## src/rtl/decode_issue.sv

```systemverilog
// Decode/issue stage: reads operands from a small register file, stalls on
// RAW/WAW hazards via a busy-bit scoreboard, and issues to execute one cycle later.
module decode_issue #(
  parameter int DATA_W = 8,
  parameter int NREG   = 16,
  parameter int RA_W   = 4
) (
  input  logic              iCLK,
  input  logic              iRST,
  input  logic              iINST_VALID,
  input  logic [15:0]       iINST,
  output logic              oINST_READY,
  output logic              oISSUE_VALID,
  output logic [3:0]        oEXE_CMD,
  output logic [DATA_W-1:0] oSOURCE0,
  output logic [DATA_W-1:0] oSOURCE1,
  output logic [RA_W-1:0]   oDEST,
  input  logic              iWB_VALID,
  input  logic [RA_W-1:0]   iWB_DEST,
  input  logic [DATA_W-1:0] iWB_DATA
);

  localparam logic [3:0] OP_NOP   = 4'h0;
  localparam logic [3:0] OP_LOADI = 4'hF;

  logic [DATA_W-1:0] regFile [NREG];
  logic [NREG-1:0]   busy;
  logic [NREG-1:0]   effBusy;

  logic [3:0]        op;
  logic [RA_W-1:0]   rd;
  logic [RA_W-1:0]   rs0;
  logic [RA_W-1:0]   rs1;
  logic [DATA_W-1:0] imm8;
  logic              isNop;
  logic              isLoadi;
  logic              hazard;
  logic              transfer;
  logic [DATA_W-1:0] src0Rd;
  logic [DATA_W-1:0] src1Rd;

  assign op      = iINST[15:12];
  assign rd      = RA_W'(iINST[11:8]);
  assign rs0     = RA_W'(iINST[7:4]);
  assign rs1     = RA_W'(iINST[3:0]);
  assign imm8    = DATA_W'(iINST[7:0]);
  assign isNop   = (op == OP_NOP);
  assign isLoadi = (op == OP_LOADI);

  // A writeback landing this cycle releases its register immediately (bypass).
  always_comb begin
    effBusy = busy;
    if (iWB_VALID) effBusy[iWB_DEST] = 1'b0;
    effBusy[0] = 1'b0;
  end

  always_comb begin
    hazard = 1'b0;
    if (!isNop) begin
      hazard = effBusy[rd];
      if (!isLoadi) hazard = hazard | effBusy[rs0] | effBusy[rs1];
    end
  end

  // Fetch handshake: a word moves when iINST_VALID & oINST_READY on a posedge.
  // Ready is a function of iINST, so fetch holds iINST while valid & ~ready.
  // Execute has no backpressure: oISSUE_VALID is a one-cycle strobe.
  assign oINST_READY = iRST & ~hazard;
  assign transfer    = iINST_VALID & oINST_READY;

  // Write-first operand read so an instruction released by a writeback sees its data.
  always_comb begin
    src0Rd = regFile[rs0];
    if (rs0 == '0) src0Rd = '0;
    else if (iWB_VALID && iWB_DEST == rs0) src0Rd = iWB_DATA;
    src1Rd = regFile[rs1];
    if (rs1 == '0) src1Rd = '0;
    else if (iWB_VALID && iWB_DEST == rs1) src1Rd = iWB_DATA;
  end

  // Clear-then-set ordering lets a newly issued writer keep its busy bit.
  always_ff @(posedge iCLK or negedge iRST) begin
    if (!iRST) begin
      for (int i = 0; i < NREG; i++) regFile[i] <= '0;
      busy <= '0;
    end else begin
      if (iWB_VALID) begin
        busy[iWB_DEST] <= 1'b0;
        if (iWB_DEST != '0) regFile[iWB_DEST] <= iWB_DATA;
      end
      if (transfer && !isNop && rd != '0) busy[rd] <= 1'b1;
    end
  end

  always_ff @(posedge iCLK or negedge iRST) begin
    if (!iRST) begin
      oISSUE_VALID <= 1'b0;
      oEXE_CMD     <= '0;
      oSOURCE0     <= '0;
      oSOURCE1     <= '0;
      oDEST        <= '0;
    end else begin
      oISSUE_VALID <= transfer;
      if (transfer) begin
        oEXE_CMD <= op;
        oDEST    <= rd;
        oSOURCE0 <= isLoadi ? imm8 : src0Rd;
        oSOURCE1 <= isLoadi ? '0 : src1Rd;
      end
    end
  end

endmodule

```

## config.mk

```make
export PLATFORM = sky130hd
export DESIGN_NAME = decode_issue
export DESIGN_NICKNAME = d
export VERILOG_FILES = /design/src/rtl/decode_issue.sv
export SDC_FILE = /design/constraint.sdc
export NUM_CORES = 1
export LEC_CHECK = 0
export CAP_MARGIN = 20
export CORE_MARGIN = 2
export CORE_UTILIZATION = 60
export CTS_CLUSTER_SIZE = 12
export DETAILED_ROUTE_END_ITERATION = 8
export PLACE_DENSITY = 0.87
export SETUP_SLACK_MARGIN = 0.3
export SYNTH_ARGS = -nofsm -noshare
export SYNTH_HDL_FRONTEND = slang
export SYNTH_SLANG_ARGS = --single-unit
```

## constraint.sdc

```tcl
create_clock -name iCLK -period 3.49 [get_ports iCLK]
set_input_delay 0.698 -clock iCLK [delete_from_list [all_inputs] [get_ports iCLK]]
set_output_delay 0.698 -clock iCLK [all_outputs]
set_load 0.05 [all_outputs]
```

==> impl_metrics.env <==
export IMPL_syn_avg_cell_area_um2=14.4
export IMPL_cts_root_buf="clkbuf_16"
export IMPL_syn2layout_area_growth_pct=20.7
export IMPL_reg2reg_from="busy[4]"
export IMPL_wl_per_cell_um=27.0
export IMPL_report_final_slew_viol_count=0
export IMPL_hold_violations=0
export IMPL_dp_slack_ns=-0.198
export IMPL_synth_most_common_cell="dfrtp_1"
export IMPL_worstSetupPathType="primary input to output port"
export IMPL_tightestPinTransition_ns=0.660
export IMPL_cts_tree="done"
export IMPL_dieArea_um2=16600
export IMPL_fin_ws_ns=0.284
export IMPL_antenna_cells=0
export IMPL_setup_worst_path_start_class="primary input"
export IMPL_cts_buffers=17
export IMPL_netlist_cell_type_count=55
export IMPL_placed_cell_area_um2=10400
export IMPL_seqCellArea_um2=4200
export IMPL_holdWs_ns=0.203
export IMPL_coreArea_um2=15200
export IMPL_ys_flop_type="dfrtp_1"
export IMPL_postLayoutCoreUtil_pct=74.1
export IMPL_multi_input_area_um2=4900
export IMPL_dieWidth_um=129
export IMPL_grt_pass1_wl_mm=39.9
export IMPL_final_area_um2=11300
export IMPL_start_util_pct=61.4
export IMPL_grt_max_degree=120
export IMPL_portBuffers=57
export IMPL_fmax_mhz=312
export IMPL_rsz0062_at_grt="yes"
export IMPL_fin_tns_setup_ns=0
export IMPL_synth_nets=680
export IMPL_gp_congestion=0.938
export IMPL_dp_hpwl_mm=16.6
export IMPL_end_kind="output port"
export IMPL_worstSetupStartpoint="iWB_DEST[2]"
export IMPL_cts_max_level=4
export IMPL_ioPinCount=58
export IMPL_hp_class="primary input to async pin"
export IMPL_maxCapViolations=0
export IMPL_grt_overflow_total=0
export IMPL_setup_violations=0
export IMPL_viasPerCell=6.92
export IMPL_synth_top_cell_by_area="dfrtp_1"
export IMPL_fin_nets=772
export IMPL_postSynthCellCount=648
export IMPL_r2r_setup_slack_ns=1.06
export IMPL_drt_iter0_drc=783
export IMPL_required_ns=2.79
export IMPL_slew_limit_headroom_pct=55.9
export IMPL_fp_row_count=45
export IMPL_drive_gt1_share_pct=50.9
export IMPL_power_density_nw_per_um2=637
export IMPL_synth_area_um2=9330
export IMPL_ys_top_cells_by_area="dfrtp_1, mux4_2, mux2_2"
export IMPL_max_vdd_ir_drop_v=0.000450
export IMPL_grt_usage_pct=32.7
export IMPL_ant_nets=0
export IMPL_synth_seq_area_share_pct=45.0
export IMPL_p_leak_uw=0.00479
export IMPL_drt_drc_violations_left=0
export IMPL_final_setup_skew_ns=0.00919
export IMPL_firstDrtPassIters=6
export IMPL_routed_wl_mm=25.4
export IMPL_worst_ep_arrival_time_ns=2.51
export IMPL_synth_edf_count=0
export IMPL_synth_top_area_share_pct=45.0
export IMPL_finalCritPeriodShare_pct=91.9
export IMPL_ctsLongestPathBuffers=2
export IMPL_yosysWarnings=0
export IMPL_clk_pin_slew_ns=0.07
export IMPL_fillers=911
export IMPL_min_period_ns=3.21
export IMPL_die_h_um=129
export IMPL_synth_commonest_cells="dfrtp_1, mux2_2, mux4_2"
export IMPL_worstRegToRegCells=9
export IMPL_route_vias_total=6511
export IMPL_antenna_found_initial=0
export IMPL_cts_num_sinks=168
export IMPL_grt_pass1_vias=6909
export IMPL_timing_rr_end="oSOURCE1[7]"
export IMPL_synth_seq_cells=168
export IMPL_async_flop_share_pct=100
export IMPL_clkLatencyLatePin_ns=0.43
export IMPL_path_max_fanout=5
export IMPL_status="finished, final reports clean"
worst max path at each step:
| stage | to | slack (ns) | cells after the start |
|---|---|---|---|
| floorplan | oINST_READY | 0.38 | 8 |
| global placement | oINST_READY | -0.14 | 9 |
| finish | oINST_READY | 0.28 | 9 |
| CTS | oINST_READY | 0.28 | 9 |
| detailed placement | oINST_READY | -0.20 | 9 |
| global route | oINST_READY | 0.23 | 10 |
logic make-up (layout without fill, tap and decap cells):
| logic type | after synthesis | after routing | share of synthesized area [%] |
|---|---|---|---|
| AO/OA/AOI/OAI | 78 | 78 | 5.91 |
| flip-flops | 168 | 168 | 45.0 |
| multiplexers | 245 | 245 | 40.0 |
| buffers and inverters | 73 | 178 | 3.83 |
| AND/OR/NAND/NOR | 74 | 74 | 4.28 |
| XOR/XNOR | 10 | 10 | 0.939 |
cells in the final DEF (no fill, tap or decap), types with 4 or more instances in the layout:
cell type / instances
mux2i_1: 16
buf_2: 4
buf_4: 70
mux2_4: 19
bufinv_16: 5
o22ai_1: 9
nor3_1: 4
buf_6: 7
dlygate4sd2_1: 5
clkdlybuf4s50_1: 40
clkbuf_16: 17
o221ai_1: 4
nor2_1: 20
o31ai_1: 8
or2_2: 5
nand2_1: 13
o21ai_1: 8
o2111ai_1: 5
o211ai_1: 6
dfrtp_1: 168
o21ai_0: 12
xor2_1: 8
inv_1: 9
mux2_2: 127
buf_12: 6
mux4_2: 82
nand3_1: 4
nor2_2: 4
clkbuf_1: 4
routing by layer:
metal	vias up	routed length [um]	global-route usage (%)
met1	3407	10100	43.1
met3	85	1760	6.61
met5	-	0	0
met2	334	12600	53.6
li1	2685	-	-
met4	0	993	14.1
sequential cells by signal, indices dropped and copies added, names as in the netlist:
register / cells
busy: 15
oDEST: 4
oEXE_CMD: 4
oISSUE_VALID: 1
oSOURCE0: 8
oSOURCE1: 8
regFile: 128
metrics by stage:
| stage | power, uW | cells |
|---|---|---|
| final | 7180 | 941 |
| after global routing | 7440 | 941 |
| after CTS | 7160 | 940 |
| after detailed placement | 5030 | 904 |
| after global placement | 4910 | 904 |
| after floorplan | 4280 | 648 |
critical path, cell delays in order:
cell	delay, ns
buf_8	0.10
or3b_4	0.44
o21ai_4	0.18
o22ai_1	0.12
a311oi_2	0.37
a31oi_4	0.16
nor2b_4	0.16
o21a_4	0.14
buf_12	0.13
timing repair:
action	CTS	global route
setup endpoints to repair	1	1
pin swaps	14	6
gates resized for setup	68	7
hold buffers	0	0
setup buffers	4	1
cell type report:
class	count	share of cell area (%)
inverters	10	0.333
clock inverters	10	1.69
clock buffers	22	4.03
flip-flops and latches	168	37.3
well taps	188	2.09
repair buffers	136	11.0
multi-input cells	407	43.5
where the power goes:
part           internal [uW]  switching, uW  total, uW  leakage [uW]
sequential              2430            368       2800       0.00209
clock                   1300            790       2090      0.000313
combinational           1190           1110       2290       0.00239
total                   4910           2270       7180       0.00479
(Power assumes the default switching activity.)
==> variant 1, RTL diff (same flow settings) <==
Set the parameter `DATA_W` to 6 (it was 8).
--- a/src/rtl/decode_issue.sv
+++ b/src/rtl/decode_issue.sv
@@ -1,7 +1,7 @@
 // Decode/issue stage: reads operands from a small register file, stalls on
 // RAW/WAW hazards via a busy-bit scoreboard, and issues to execute one cycle later.
 module decode_issue #(
-  parameter int DATA_W = 8,
+  parameter int DATA_W = 6,
   parameter int NREG   = 16,
   parameter int RA_W   = 4
 ) (
Interface: changed (resized iWB_DATA, oSOURCE0 and oSOURCE1); port bits go from 58 to 52. The function was not compared with the original's and may differ.
==> variant 1 against the original RTL <==
Area after synthesis decreased by 15%; critical path depth decreased by 1; total power decreased by 19%; wire length increased by 0.63%; die area decreased by 15%; worst setup slack got worse by 0.17 ns; via count increased by 12%; core utilization increased by 4.5 points; synthesized cell count increased by 10%; sequential cell count decreased by 36; design area decreased by 11%; largest power group unchanged; highest routed layer unchanged.
==> variant 1: results (changes against the original RTL) <==
status=finished clean; slowest cell on the critical path=clkdlybuf4s50_1; synth unique cells=63 (+15%); syn avg cell area=11.1 um2 (-23%); CP arrival=2.68 ns (+0.17 ns); worst slack at placement=-0.334 ns (-0.136 ns); non-filler cells, final=1018 (+8.2%); initial antenna violation count=1 (+1); VDD IR max=0.000547 V (+22%); post-synthesis sequential area ratio=0.418 (-0.0329); commonest cells in the synthesized netlist=dfrtp_1 (132), mux2_2 (85), nand2_1 (54); vias=7294 (+12%); Post-DP HPWL=17200 um (+3.3%); RePlAce Congestion=0.999 (+6.5%); largest net degree at the start of global routing=70 (-42%); worst r2r dst=oSOURCE1[1]; reg2reg path depth=15 (+6); GR Util All Layers=0.374 (+0.0470); Clock Skews=0.00903 ns (-0.000155 ns); initial DRC count=1223 (+56%); CP top delay family=buffers and inverters; WL final=25600 um (+0.63%); largest cells by area after synthesis=dfrtp_1 (42%), mux2_2 (12%), mux4_2 (11%); Buffers on Ports=51 (-11%); FMAX=296 MHz (-5.0%)
==> variant 1: changes by cell type in the layout (fill, tap and decap cells not counted), sizes merged, moves of 13 or more <==
| cell | before | now |
|---|---|---|
| dfrtp | 168 | 132 |
| nor2b | 1 | 14 |
| mux2 | 146 | 85 |
| o21ai | 23 | 48 |
| o211ai | 6 | 35 |
| nand3 | 4 | 34 |
| a22oi | 0 | 20 |
| mux4 | 82 | 39 |
| nand2 | 14 | 54 |
| buf | 89 | 124 |
==> variant 1: logic make-up (layout without fill, tap and decap cells) <==
family | Yosys count | count (layout) | synth area share
buffers and inverters | 75 | 206 | 0.0405
AOI/OAI and AO/OA | 164 | 164 | 0.152
DFF | 132 | 132 | 0.418
muxes | 152 | 152 | 0.267
other | 0 | 1 | 0
xor gates and xnor gates | 8 | 8 | 0.00886
and+or+nand+nor | 183 | 183 | 0.114
==> variant 1: repair_timing <==
item                                    4_1_cts  5_1_grt
resized for setup                            64        6
cloned                                        1        1
endpoints found under the hold margin         0        0
setup buffers                                10        2
pin swaps                                    16        5
endpoints found under the setup margin        5       20
==> variant 1: metrics by stage <==
stage | total power, mW | instance area, um2 | hold slack [ns] | util
2_1_floorplan | 3.14 | 7930 | 0.402 | -
3_3_place_gp | 3.65 | 9140 | 0.380 | 0.719
3_5_place_dp | 3.76 | 9140 | 0.387 | 0.719
4_1_cts | 5.73 | 9940 | 0.160 | 0.782
5_1_grt | 5.98 | 10000 | 0.172 | 0.786
6_report | 5.79 | 10000 | 0.172 | 0.786
==> variant 1: report_power, final <==
group          total, mW  switching (mW)  internal (mW)
clock network       1.93           0.768           1.17
logic               1.70           0.886          0.810
registers           2.16           0.300           1.86
==> variant 1: final cells by class <==
| cell class | instances | area, um2 |
|---|---|---|
| Antenna cell | 1 | 2.50 |
| Clock buffer | 18 | 439 |
| Clock inverter | 14 | 189 |
| Fill cell | 757 | 2730 |
| Inverter | 7 | 26.3 |
| Multi-Input combinational cell | 507 | 4400 |
| Sequential cell | 132 | 3300 |
| Tap cell | 172 | 215 |
| Timing Repair Buffer | 167 | 1420 |
==> variant 1: per-layer routing <==
layer  GRT usage  vias up  part of all wire
met4       0.150        0             0.046
li1            -     2977                 -
met5           0        -                 0
met1       0.494     3556              0.38
met2       0.597      620              0.47
met3      0.0948      141              0.10
==> variant 1: worst max path at each step <==
stage,cells after the start,start,endpoint
2_1_floorplan,9,iWB_DEST[3],oINST_READY
3_3_place_gp,10,iWB_VALID,oINST_READY
3_5_place_dp,10,iWB_VALID,oINST_READY
4_1_cts,9,iWB_DEST[2],oINST_READY
5_1_grt,11,iWB_DEST[3],oINST_READY
6_report,8,iINST[5],oINST_READY
==> variant 2, RTL diff (same settings) <==
Without the edit above. Make the reset (`iRST`) synchronous in 2 clocked blocks.
--- a/src/rtl/decode_issue.sv
+++ b/src/rtl/decode_issue.sv
@@ -79,7 +79,7 @@
   end
 
   // Clear-then-set ordering lets a newly issued writer keep its busy bit.
-  always_ff @(posedge iCLK or negedge iRST) begin
+  always_ff @(posedge iCLK) begin
     if (!iRST) begin
       for (int i = 0; i < NREG; i++) regFile[i] <= '0;
       busy <= '0;
@@ -92,7 +92,7 @@
     end
   end
 
-  always_ff @(posedge iCLK or negedge iRST) begin
+  always_ff @(posedge iCLK) begin
     if (!iRST) begin
       oISSUE_VALID <= 1'b0;
       oEXE_CMD     <= '0;
Check against the original RTL: differs if iRST is asserted again (counterexample within 4 cycles, from zero or initial values and one cycle with iRST low); with iRST held inactive, the same outputs for 4 cycles.
==> variant 2 against the original RTL <==
Area after synthesis is essentially flat; sequential cell count is the same; design area grew 0.91%; count of clock-buffer cells in the layout grew 4; critical path depth grew 1; wire length grew 9.6%; worst setup slack lost 0.14 ns; largest cell class is now flip-flops and latches.
Power is not compared: it rests on default switching activity, and its combinational part moved more than twofold at a synthesized area within 25%.
==> variant 2: results (changes against the original RTL) <==
synth unique cells=68 (+24%); worst slack at placement=-0.432 ns (-0.235 ns); flop2flop setup slack=1.02 ns (-0.04 ns); VDD IR max=0.000372 V; status=finished clean; largest net degree at the start of global routing=41 (-66%); vias in the first global route=7279 (+5.4%); vias per cell=6.92 (about the same); Clock Skews=0.00988 ns (+0.000692 ns); GR Util All Layers=0.356 (+0.0293); Synth Flop Type=edfxtp_1; largest cells by area after synthesis=edfxtp_1 (41%), mux4_2 (19%), dfxtp_1 (8.6%); reg2reg path depth=12 (+3); syn avg cell area=13.1 um2 (-9.0%); placed cells=996 (+10%); Post-synth ARST share=0 (-1.00); Placed Area=10600 um2 (+1.9%); Min Hold Slack=0.451 ns (+0.249 ns); CP arrival=2.65 ns (+0.14 ns); RePlAce Congestion=1.04 (+11%); first-pass GRT wire length=43000 um (+7.9%); WL final=27900 um (+9.6%); nets@finish=862 (+12%); initial DRC count=864 (+10%); commonest cells in the synthesized netlist=edfxtp_1 (128), and2_1 (122), mux4_2 (80); Post-synth EDFFs=128 (+128); Worst Hold Class=reg -> reg; vias=7133 (+9.6%); post-synthesis sequential area ratio=0.497 (+0.0467); worst r2r dst=busy[15]; share of layout cells above drive strength 1=0.294 (-0.214); reg2reg start=busy[8]
## variant 2: power breakdown
group / switching [mW] / total (mW) / internal, mW
clock: 0.779 / 1.95 / 1.17
combinational: 0.528 / 0.948 / 0.420
sequential: 0.0756 / 2.35 / 2.27
## variant 2: critical path, cell delays in order
cell and delay [ns]:
buf_6 0.11, or3b_4 0.42, buf_6 0.14, o211a_1 0.20
nor4_1 0.22, or3_1 0.16, o211ai_2 0.11, o31a_1 0.32
nor2_4 0.12, buf_12 0.14
## variant 2: kinds of logic after synthesis
logic type	after synthesis	share of synthesized area
buffers and inverters	68	0.0316
AO/OA/AOI/OAI	118	0.0967
AND/OR/NAND/NOR	253	0.154
flip-flops	168	0.497
other	1	0.000401
multiplexers	97	0.212
XOR/XNOR	8	0.00750
## variant 2: timing repair
item,CTS,global route
pin swaps,7,11
setup endpoints to repair,31,1
resized for setup,45,14
gates cloned,0,0
buffers inserted,3,0
## variant 2: routing by layer
| metal | wire (um) | vias to the layer above | track usage |
|---|---|---|---|
| met5 | 0 | - | 0 |
| met2 | 13700 | 478 | 0.577 |
| met4 | 1660 | 0 | 0.209 |
| li1 | - | 3006 | - |
| met3 | 2600 | 99 | 0.0732 |
| met1 | 9910 | 3550 | 0.450 |
## variant 2: worst max path at each step
| stage | to | slack (ns) | cells past startpoint |
|---|---|---|---|
| final | oINST_READY | 0.14 | 10 |
| after floorplan | oINST_READY | 0.30 | 8 |
| after CTS | oINST_READY | 0.05 | 10 |
| after global routing | oINST_READY | 0.08 | 10 |
| after detailed placement | oINST_READY | -0.43 | 10 |
| after global placement | oINST_READY | -0.38 | 10 |
## variant 2: layout make-up
cell class                      count  area (um2)
Fill cell                         947        3840
Inverter                            7        26.3
Multi-Input combinational cell    484        4520
Clock inverter                      6        42.5
Clock buffer                       26         586
Tap cell                          188         235
Sequential cell                   168        4640
Timing Repair Buffer              152        1310
